`config.mk`:
```
export PLATFORM = sky130hd
export DESIGN_NAME = neopix_tx_flat
export DESIGN_NICKNAME = d
export VERILOG_FILES = /design/src/rtl/neopix_pkg.sv /design/src/rtl/neopix_if.sv /design/src/rtl/neopix_bit_timer.sv /design/src/rtl/neopix_tx.sv /design/src/flat_wrapper.sv
export SDC_FILE = /design/constraint.sdc
export NUM_CORES = 1
export LEC_CHECK = 0
export BUFFER_PORTS_ARGS = -buffer_cell sky130_fd_sc_hd__buf_4
export CAP_MARGIN = 30
export CORE_ASPECT_RATIO = 1.75
export CORE_MARGIN = 4
export CORE_UTILIZATION = 60
export CTS_BUF_LIST = sky130_fd_sc_hd__clkbuf_4 sky130_fd_sc_hd__clkbuf_8 sky130_fd_sc_hd__clkbuf_16
export DETAILED_ROUTE_END_ITERATION = 10
export GPL_TIMING_DRIVEN = 0
export PLACE_DENSITY = 0.8
export RECOVER_POWER = 100
export SYNTH_ARGS = -nofsm -noshare
export SYNTH_HDL_FRONTEND = slang
export SYNTH_SLANG_ARGS = --single-unit
```
`constraint.sdc`:
```
create_clock -name clk_i -period 3.35 [get_ports clk_i]
set_input_delay 0.335 -clock clk_i [delete_from_list [all_inputs] [get_ports clk_i]]
set_output_delay 0.335 -clock clk_i [all_outputs]
set_load 0.05 [all_outputs]
```
`src/rtl/neopix_pkg.sv`:
```
// neopix_pkg: shared state encoding, timing defaults and ns/us-to-cycle conversion for the WS2812 serializer.
package neopix_pkg;
  typedef enum logic [1:0] {ST_IDLE, ST_FETCH, ST_SEND, ST_LATCH} state_t;
  localparam int DEF_NUM_LEDS = 8;
  localparam int DEF_SYSTEM_CLOCK = 50_000_000;
  localparam int DEF_T0H_NS = 400;
  localparam int DEF_T1H_NS = 800;
  localparam int DEF_BIT_NS = 1250;
  localparam int DEF_RESET_US = 50;
  function automatic int ns_to_cyc(input int sys_clk, input int ns);
    return (sys_clk / 1_000_000) * ns / 1000;
  endfunction
  function automatic int us_to_cyc(input int sys_clk, input int us);
    return (sys_clk / 1_000_000) * us;
  endfunction
endpackage

```
`src/rtl/neopix_if.sv`:
```
// neopix_if: frame control and pixel-RAM read port between the upstream stage and the serializer.
interface neopix_if import neopix_pkg::*; #(
  parameter int NUM_LEDS = DEF_NUM_LEDS
);
  localparam int AW = $clog2(NUM_LEDS);
  logic          start_i;
  logic [AW:0]   led_count_i;
  logic          busy_o;
  logic          data_request_o;
  logic [AW-1:0] address_o;
  logic [7:0]    red_i;
  logic [7:0]    green_i;
  logic [7:0]    blue_i;
  modport slave (
    input  start_i, led_count_i, red_i, green_i, blue_i,
    output busy_o, data_request_o, address_o
  );
  modport master (
    output start_i, led_count_i, red_i, green_i, blue_i,
    input  busy_o, data_request_o, address_o
  );
endinterface

```
`src/rtl/neopix_bit_timer.sv`:
```
// neopix_bit_timer: per-bit cycle counter and registered high/low decision for the WS2812 line.
module neopix_bit_timer #(
  parameter int T0H_CYC = 20,
  parameter int T1H_CYC = 40,
  parameter int BIT_CYC = 62
) (
  input  logic clk_i,
  input  logic reset_n_i,
  input  logic i_start,
  input  logic i_run,
  input  logic i_bit,
  input  logic i_last,
  output logic o_done,
  output logic o_first,
  output logic o_do
);
  localparam int CW = $clog2(BIT_CYC);
  logic [CW-1:0] r_cnt;
  logic [CW-1:0] w_nxt;
  logic [CW-1:0] w_th;
  assign w_nxt   = r_cnt + 1'b1;
  assign w_th    = i_bit ? CW'(T1H_CYC) : CW'(T0H_CYC);
  assign o_done  = i_run && r_cnt == CW'(BIT_CYC - 1);
  assign o_first = r_cnt == '0;
  // every bit opens high, so the line level is decided one cycle ahead from the next count
  always_ff @(posedge clk_i or negedge reset_n_i) begin
    if (!reset_n_i) begin
      r_cnt <= '0;
      o_do  <= 1'b0;
    end else if (i_start) begin
      r_cnt <= '0;
      o_do  <= 1'b1;
    end else if (o_done) begin
      r_cnt <= '0;
      o_do  <= !i_last;
    end else if (i_run) begin
      r_cnt <= w_nxt;
      o_do  <= w_nxt < w_th;
    end else begin
      r_cnt <= '0;
      o_do  <= 1'b0;
    end
  end
endmodule

```
`src/rtl/neopix_tx.sv`:
```
// neopix_tx: fetches GRB words from pixel RAM with one-word prefetch and serializes them onto the WS2812 line.
module neopix_tx import neopix_pkg::*; #(
  parameter int NUM_LEDS     = DEF_NUM_LEDS,
  parameter int SYSTEM_CLOCK = DEF_SYSTEM_CLOCK,
  parameter int T0H_NS       = DEF_T0H_NS,
  parameter int T1H_NS       = DEF_T1H_NS,
  parameter int BIT_NS       = DEF_BIT_NS,
  parameter int RESET_US     = DEF_RESET_US
) (
  input  logic     clk_i,
  input  logic     reset_n_i,
  neopix_if.slave  bus,
  output logic     do_o
);
  localparam int AW        = $clog2(NUM_LEDS);
  localparam int CW        = AW + 1;
  localparam int LATCH_CYC = us_to_cyc(SYSTEM_CLOCK, RESET_US);
  localparam int LW        = $clog2(LATCH_CYC);
  state_t        r_state;
  logic [CW-1:0] r_count;
  logic [CW-1:0] r_led;
  logic [4:0]    r_bit;
  logic [23:0]   r_shift;
  logic [23:0]   r_hold;
  logic [LW-1:0] r_lat;
  logic          r_pend;
  logic          r_cap;
  logic          w_done;
  logic          w_first;
  logic          w_more;
  logic          w_last;
  logic          w_start;
  logic [CW-1:0] w_next_led;
  logic [CW-1:0] w_req_count;
  logic [23:0]   w_word;
  assign w_next_led  = r_led + 1'b1;
  assign w_more      = w_next_led < r_count;
  assign w_last      = r_bit == 5'd0 && !w_more;
  assign w_start     = r_state == ST_FETCH && r_cap;
  assign w_word      = {bus.green_i, bus.red_i, bus.blue_i};
  assign w_req_count = bus.led_count_i > CW'(NUM_LEDS) ? CW'(NUM_LEDS) : bus.led_count_i;
  // r_pend marks "address is on the bus", r_cap marks "RAM data is valid this cycle"
  always_ff @(posedge clk_i or negedge reset_n_i) begin
    if (!reset_n_i) begin
      r_state            <= ST_IDLE;
      r_count            <= '0;
      r_led              <= '0;
      r_bit              <= '0;
      r_shift            <= '0;
      r_hold             <= '0;
      r_lat              <= '0;
      r_pend             <= 1'b0;
      r_cap              <= 1'b0;
      bus.busy_o         <= 1'b0;
      bus.data_request_o <= 1'b0;
      bus.address_o      <= '0;
    end else begin
      bus.data_request_o <= r_pend;
      r_pend             <= 1'b0;
      r_cap              <= bus.data_request_o;
      case (r_state)
        ST_IDLE: if (bus.start_i && bus.led_count_i != '0) begin
          r_state       <= ST_FETCH;
          bus.busy_o    <= 1'b1;
          bus.address_o <= '0;
          r_count       <= w_req_count;
          r_led         <= '0;
          r_pend        <= 1'b1;
        end
        ST_FETCH: if (r_cap) begin
          r_shift <= w_word;
          r_bit   <= 5'd23;
          r_state <= ST_SEND;
        end
        ST_SEND: begin
          if (r_cap) r_hold <= w_word;
          if (w_first && r_bit == 5'd23 && w_more) begin
            bus.address_o <= w_next_led[AW-1:0];
            r_pend        <= 1'b1;
          end
          if (w_done) begin
            if (r_bit != 5'd0) begin
              r_shift <= {r_shift[22:0], 1'b0};
              r_bit   <= r_bit - 1'b1;
            end else if (w_more) begin
              r_shift <= r_hold;
              r_bit   <= 5'd23;
              r_led   <= w_next_led;
            end else begin
              r_state <= ST_LATCH;
              r_lat   <= '0;
            end
          end
        end
        ST_LATCH: if (r_lat == LW'(LATCH_CYC - 1)) begin
          r_state    <= ST_IDLE;
          bus.busy_o <= 1'b0;
        end else begin
          r_lat <= r_lat + 1'b1;
        end
        default: r_state <= ST_IDLE;
      endcase
    end
  end
  neopix_bit_timer #(
    .T0H_CYC(ns_to_cyc(SYSTEM_CLOCK, T0H_NS)),
    .T1H_CYC(ns_to_cyc(SYSTEM_CLOCK, T1H_NS)),
    .BIT_CYC(ns_to_cyc(SYSTEM_CLOCK, BIT_NS))
  ) u_timer (
    .clk_i    (clk_i),
    .reset_n_i(reset_n_i),
    .i_start  (w_start),
    .i_run    (r_state == ST_SEND),
    .i_bit    (r_shift[23]),
    .i_last   (w_last),
    .o_done   (w_done),
    .o_first  (w_first),
    .o_do     (do_o)
  );
endmodule

```
`src/flat_wrapper.sv`:
```
// flat-port wrapper written by rule: the top's interface ports become plain ports
module neopix_tx_flat import neopix_pkg::*;
#(
  parameter int NUM_LEDS     = DEF_NUM_LEDS,
  parameter int SYSTEM_CLOCK = DEF_SYSTEM_CLOCK,
  parameter int T0H_NS       = DEF_T0H_NS,
  parameter int T1H_NS       = DEF_T1H_NS,
  parameter int BIT_NS       = DEF_BIT_NS,
  parameter int RESET_US     = DEF_RESET_US
)
  (clk_i, reset_n_i, do_o, bus_start_i, bus_led_count_i, bus_red_i, bus_green_i, bus_blue_i, bus_busy_o, bus_data_request_o, bus_address_o);
  neopix_if #(.NUM_LEDS(NUM_LEDS)) bus_i ();
  input  logic clk_i;
  input  logic reset_n_i;
  output logic do_o;
  input wire logic [$bits(bus_i.start_i)-1:0] bus_start_i;
  input wire logic [$bits(bus_i.led_count_i)-1:0] bus_led_count_i;
  input wire logic [$bits(bus_i.red_i)-1:0] bus_red_i;
  input wire logic [$bits(bus_i.green_i)-1:0] bus_green_i;
  input wire logic [$bits(bus_i.blue_i)-1:0] bus_blue_i;
  output wire logic [$bits(bus_i.busy_o)-1:0] bus_busy_o;
  output wire logic [$bits(bus_i.data_request_o)-1:0] bus_data_request_o;
  output wire logic [$bits(bus_i.address_o)-1:0] bus_address_o;
  assign bus_i.start_i = bus_start_i;
  assign bus_i.led_count_i = bus_led_count_i;
  assign bus_i.red_i = bus_red_i;
  assign bus_i.green_i = bus_green_i;
  assign bus_i.blue_i = bus_blue_i;
  assign bus_busy_o = bus_i.busy_o;
  assign bus_data_request_o = bus_i.data_request_o;
  assign bus_address_o = bus_i.address_o;
  neopix_tx #(.NUM_LEDS(NUM_LEDS), .SYSTEM_CLOCK(SYSTEM_CLOCK), .T0H_NS(T0H_NS), .T1H_NS(T1H_NS), .BIT_NS(BIT_NS), .RESET_US(RESET_US)) u_core (.clk_i(clk_i), .reset_n_i(reset_n_i), .bus(bus_i), .do_o(do_o));
endmodule
```
Yosys cells after proc, flatten, opt, wreduce, memory -nomap -nowiden

Cells that the tools add are included.

Add/sub/neg operators: 4
Order comparisons: 3
Equality and inequality tests: 16
Multiplexer cells: 44
Reductions and logical operators: 25

Operators with widths:

| kind                                                                     | number |
|---|---|
| 24-bit 2-to-1 mux                                                        | 4 |
| 12-bit 2-to-1 mux                                                        | 4 |
| 24-bit case mux with 2 select lines                                      | 1 |
| 6-bit 2-to-1 mux                                                         | 4 |
| 12-bit case mux with 2 select lines                                      | 1 |
| 4-bit 2-to-1 mux                                                         | 5 |
| 5-bit 2-to-1 mux                                                         | 4 |
| 12-bit by 1-bit adder with 12-bit output (second input constant)         | 1 |
| 12-bit == test (second input constant)                                   | 1 |
| 2-bit 2-to-1 mux                                                         | 6 |
| 2-bit by 1-bit inequality test with 1-bit output (second input constant) | 6 |
| 5-bit case mux with 2 select lines                                       | 1 |
| 5-bit AND reduction                                                      | 2 |
| 2-bit case mux with 4 select lines                                       | 1 |
| 4-bit case mux with 2 select lines                                       | 1 |
| 2-bit nonzero test                                                       | 4 |
| 1-bit 2-to-1 mux                                                         | 7 |
| 6-bit by 1-bit adder with 6-bit output (second input constant)           | 1 |
| 6-bit == test (second input constant)                                    | 1 |
| 1-bit logical AND                                                        | 6 |
| 6-bit logical NOT                                                        | 1 |
| 6-bit less-than comparator                                               | 1 |
| 3-bit 2-to-1 mux                                                         | 2 |
| 2-bit inequality test (second input constant)                            | 3 |
| other kinds (19)                                                         | 24 |

Bits in registers: 89
Bits of input ports: 31

Logic depth before layout (Yosys ltp)

Word-level depth: 7
Depth in mapped cells: 11

Modules after synthesis

From an unflattened synthesis, not the netlist that was laid out.

Cell total of the unflattened synthesis: 519
Area, all modules: 4765.8 µm²

Modules (own cells, without submodules):

| module           | instances | cells each | area each (µm²) | sequential area each (µm²) |
|---|---|---|---|---|
| neopix_tx        | 1         | 473        | 4330.4          | 2052.0 |
| neopix_bit_timer | 1         | 46         | 435.4           | 175.2 |

Worst setup path before layout

OpenSTA, ideal clock, no wires.

Kind: register to register
From: register u_core.r_led[0]
To: register u_core.r_shift[6]
Library setup time: 0.121 ns
Arrival: 2.388 ns
Slack: 0.842 ns
Stages on the path, launching flop included: 12
Buffers on the path: 3
Period minus slack after synthesis: 2.508 ns
Cell sequence: dfrtp_1 > ha_1 > xor2_1 > ha_1 > or3_1 > o22a_1 > buf_6 > a221o_1 > buf_6 > buf_2 > nand2_1 > o21ai_2

Longest elaborated chain between the ends: 4

Ends and longest elaborated chain:

| item                                                              | RTL line        | text |
|---|---|---|
| start: declaration                                                | neopix_tx.sv:21 | `logic [CW-1:0] r_led;` |
| start signal: assignment                                          | neopix_tx.sv:88 | `r_led <= w_next_led;` |
| 4-bit by 1-bit adder with 4-bit output                            | neopix_tx.sv:36 | `assign w_next_led = r_led + 1'b1;` |
| 4-bit less-than comparator                                        | neopix_tx.sv:37 | `assign w_more = w_next_led < r_count;` |
| 3-bit by 1-bit inequality test with 1-bit output (no source line) | -               |  |
| 4-bit AND reduction (no source line)                              | -               |  |
| end signal: assignment                                            | neopix_tx.sv:71 | `r_shift <= w_word;` |
| end signal: assignment                                            | neopix_tx.sv:83 | `r_shift <= {r_shift[22:0], 1'b0};` |
| end signal: assignment                                            | neopix_tx.sv:86 | `r_shift <= r_hold;` |
| end: declaration                                                  | neopix_tx.sv:23 | `logic [23:0] r_shift;` |

Every way passes these cells.
A chain may end at the register's enable or synchronous reset.

Final worst setup path

From: register u_core.r_led[0]
To: register u_core.r_shift[21]

The elaborated chain is that of the path after synthesis.

==> impl_metrics.py <==
metrics = {
    "outcome": {
        "outcome": "finished with violations",
        "violations": "capacitance limit, slew limit",
    },
    "floorplan": {
        "die_x_microns": 76.0,
        "fp.dieH_microns": 127,
        "initial_utilization": 0.614,
        "core_area_sq_um": 7910,
        "ioPinCount": 37,
        "die-area_sq_um": 9660,
        "rows": 43,
    },
    "final_layout": {
        "drive_gt1_frac": 0.158,
        "final_common_cell": "nand2_1",
        "design_area_sq_um": 5550,
        "layout_common_cells": "nand2_1, dfrtp_1, o21ai_0",
        "final_util": 0.702,
        "n_antenna_cell": 0,
        "area_growth_syn_to_layout_pct": 14.2,
        "finalNetCount": 615,
    },
    "yosys": {
        "synth_edf_count": 0,
        "synth_seq_area_share": 0.458,
        "synthCells": 516,
        "synth_flop_cell": "dfrtp_1",
        "async_reset_ff_frac": 1.00,
        "synth_area_per_cell_sq_um": 9.42,
        "ys_warn_count": 0,
        "syn-cell-area_sq_um": 4860,
        "ys_types": 56,
        "ys_ff_latch": 89,
        "synth_nets": 566,
    },
    "global_route": {
        "grt_pass1_wl_microns": 19400,
        "grt-busiest-layer": "met2",
        "antenna_found_initial": 0,
        "gr-usage-met1": 0.266,
        "track_usage": 0.243,
        "grt_overflow": 0,
        "grt.met2_usage": 0.455,
        "grt_max_degree": 54,
        "met3_usage": 0.0409,
        "grt_pass1_vias": 4267,
    },
    "timing": {
        "max_freq_mhz": 337,
        "setup_viol": 0,
        "totalNegativeSetupSlack_ps": 0,
        "relSlewSlack": -0.388,
        "finalHoldViolations": 0,
        "fin_skew_ps": 5.83,
        "worst_slack_ps": 384,
        "fin_crit_sh": 0.885,
        "finalCriticalPeriod_ps": 2970,
        "worst_pin_slew_ps": 2080,
        "rsz0062_at_grt": "false",
        "slew_violations": 37,
    },
    "clock_network": {
        "clock_latency_ps": 340,
        "cts.sinks": 89,
        "root_buffer": "clkbuf_16",
        "postCtsSetupBuffers": 0,
        "clockBufferDepth": 2,
        "htree_num_levels": 3,
        "clkSlewWorstSetupHoldPaths_ps": 70,
        "cts_tree": "done",
        "cts-buffers-inserted": 9,
    },
    "setup_path": {
        "reg2reg_setup_slack_ps": 380,
        "path_max_fanout": 10,
        "r2r_start": "u_core.r_led[0]",
        "crit_path_start_kind": "register",
        "crit_type": "reg2reg",
        "endpoint_kind": "register",
        "cp.arrival_ps": 3190,
        "timing.rr.end": "u_core.r_shift[21]",
        "crit_required_ps": 3570,
        "rr_worst_depth": 11,
    },
    "detailed_routing": {
        "drt_wl_total_microns": 11400,
        "drt_iter0_drc": 258,
        "wl_per_cell_microns": 17.2,
        "drt-vias-per-instance": 6.11,
        "drt_pass1_iterations": 5,
        "antenna_left": 0,
        "vias": 4033,
        "drcViolationCount": 0,
    },
    "job": {
        "cap_violations": 1,
    },
    "hold_path": {
        "hold_depth": 2,
        "holdPathEnd": "u_core.r_hold[8]",
        "hp-class": "in2reg",
        "min_from": "bus_red_i[0]",
    },
    "power": {
        "peakVddDrop_mv": 0.541,
        "p_leak_nw": 2.44,
        "p_per_area_nw_per_um2": 878,
    },
    "place": {
        "place_area_sq_um": 5270,
        "hpwl_microns": 7930,
        "numPortBuffers": 36,
        "gp_congestion": 0.830,
        "pre_cts_ws_ps": 586,
    },
}
[cells in the mapped netlist (8+ instances only)]
cell type / number / area (sq um)
nand2_1: 108 / 405
dfrtp_1: 89 / 2230
o21ai_0: 44 / 220
nand3_1: 37 / 185
mux2_2: 27 / 304
ha_1: 19 / 238
nor2_1: 19 / 71.3
o21ai_1: 15 / 75.1
clkbuf_1: 14 / 52.6
inv_1: 14 / 52.6
nand4_1: 10 / 62.6
o21ai_2: 10 / 87.6
o211ai_1: 8 / 60.1
[worst max path at each step]
stage	to	startpoint	slack (ps)
CTS	u_core.r_state[1]	u_core.r_led[0]	560
floorplan	u_core.r_shift[6]	u_core.r_led[0]	840
global route	u_core.r_shift[19]	u_core.r_led[0]	180
global placement	u_core.r_shift[8]	u_core.r_led[0]	630
finish	u_core.r_shift[21]	u_core.r_led[0]	380
detailed placement	u_core.r_state[1]	u_core.r_led[0]	590
[state kept, by name, summed over array words and instances (netlist names), 2 cells and up]
name and count:
u_core.r_count 4, u_core.r_shift 24, u_core.u_timer.r_cnt 6, u_core.r_hold 24
u_core.r_bit 5, u_core.r_led 4, u_core.bus.address_o 3, u_core.r_state 2
u_core.r_lat 12
[area by class of cell]
class | count | area (sq um)
fillers | 640 | 2360
clock buffers | 9 | 225
repair buffers | 38 | 282
clock inverters | 7 | 125
multi-input cells | 385 | 2380
flip-flops and latches | 89 | 2230
plain buffers | 28 | 141
well taps | 90 | 113
inverters | 14 | 52.6
[logic make-up after synthesis]
kind of cell    synth area share
compound gates             0.152
xor+xnor                  0.0108
fa+ha+maj                 0.0489
buf+inv                   0.0427
flops                      0.458
mux                       0.0690
simple gates               0.218
[report_power, final]
part / switching (mW) / leakage, nW / internal, mW
clock network: 0.438 / 0.171 / 0.737
registers: 0.254 / 1.10 / 1.49
logic: 1.21 / 1.16 / 0.747
[timing repair]
item | 4_1_cts | 5_1_grt
hold endpoints to repair | 36 | 0
resized for setup | 0 | 0
hold buffers | 1 | 0
[layer usage]
layer	share of wire	vias up
li1	-	1920
met1	0.38	1986
met2	0.56	110
met3	0.039	17
met4	0.016	0
met5	0	-
[critical path: stages, from the launching register on]
cell	delay, ps
dfrtp_1	490
ha_1	230
xor2_1	320
ha_1	310
o21a_1	190
o22a_1	170
clkbuf_1	210
a221o_1	390
buf_6	140
clkbuf_2	190
nand2_1	110
o21ai_0	80
[metrics by stage]
stage	std cells	power, mW	hold slack, ps
2_1_floorplan	516	3.25	39.4
3_3_place_gp	642	3.69	338
3_5_place_dp	643	3.82	336
4_1_cts	660	5.02	221
5_1_grt	660	5.21	229
6_report	660	4.87	229
No activity file was read; power rests on OpenSTA's default activity.
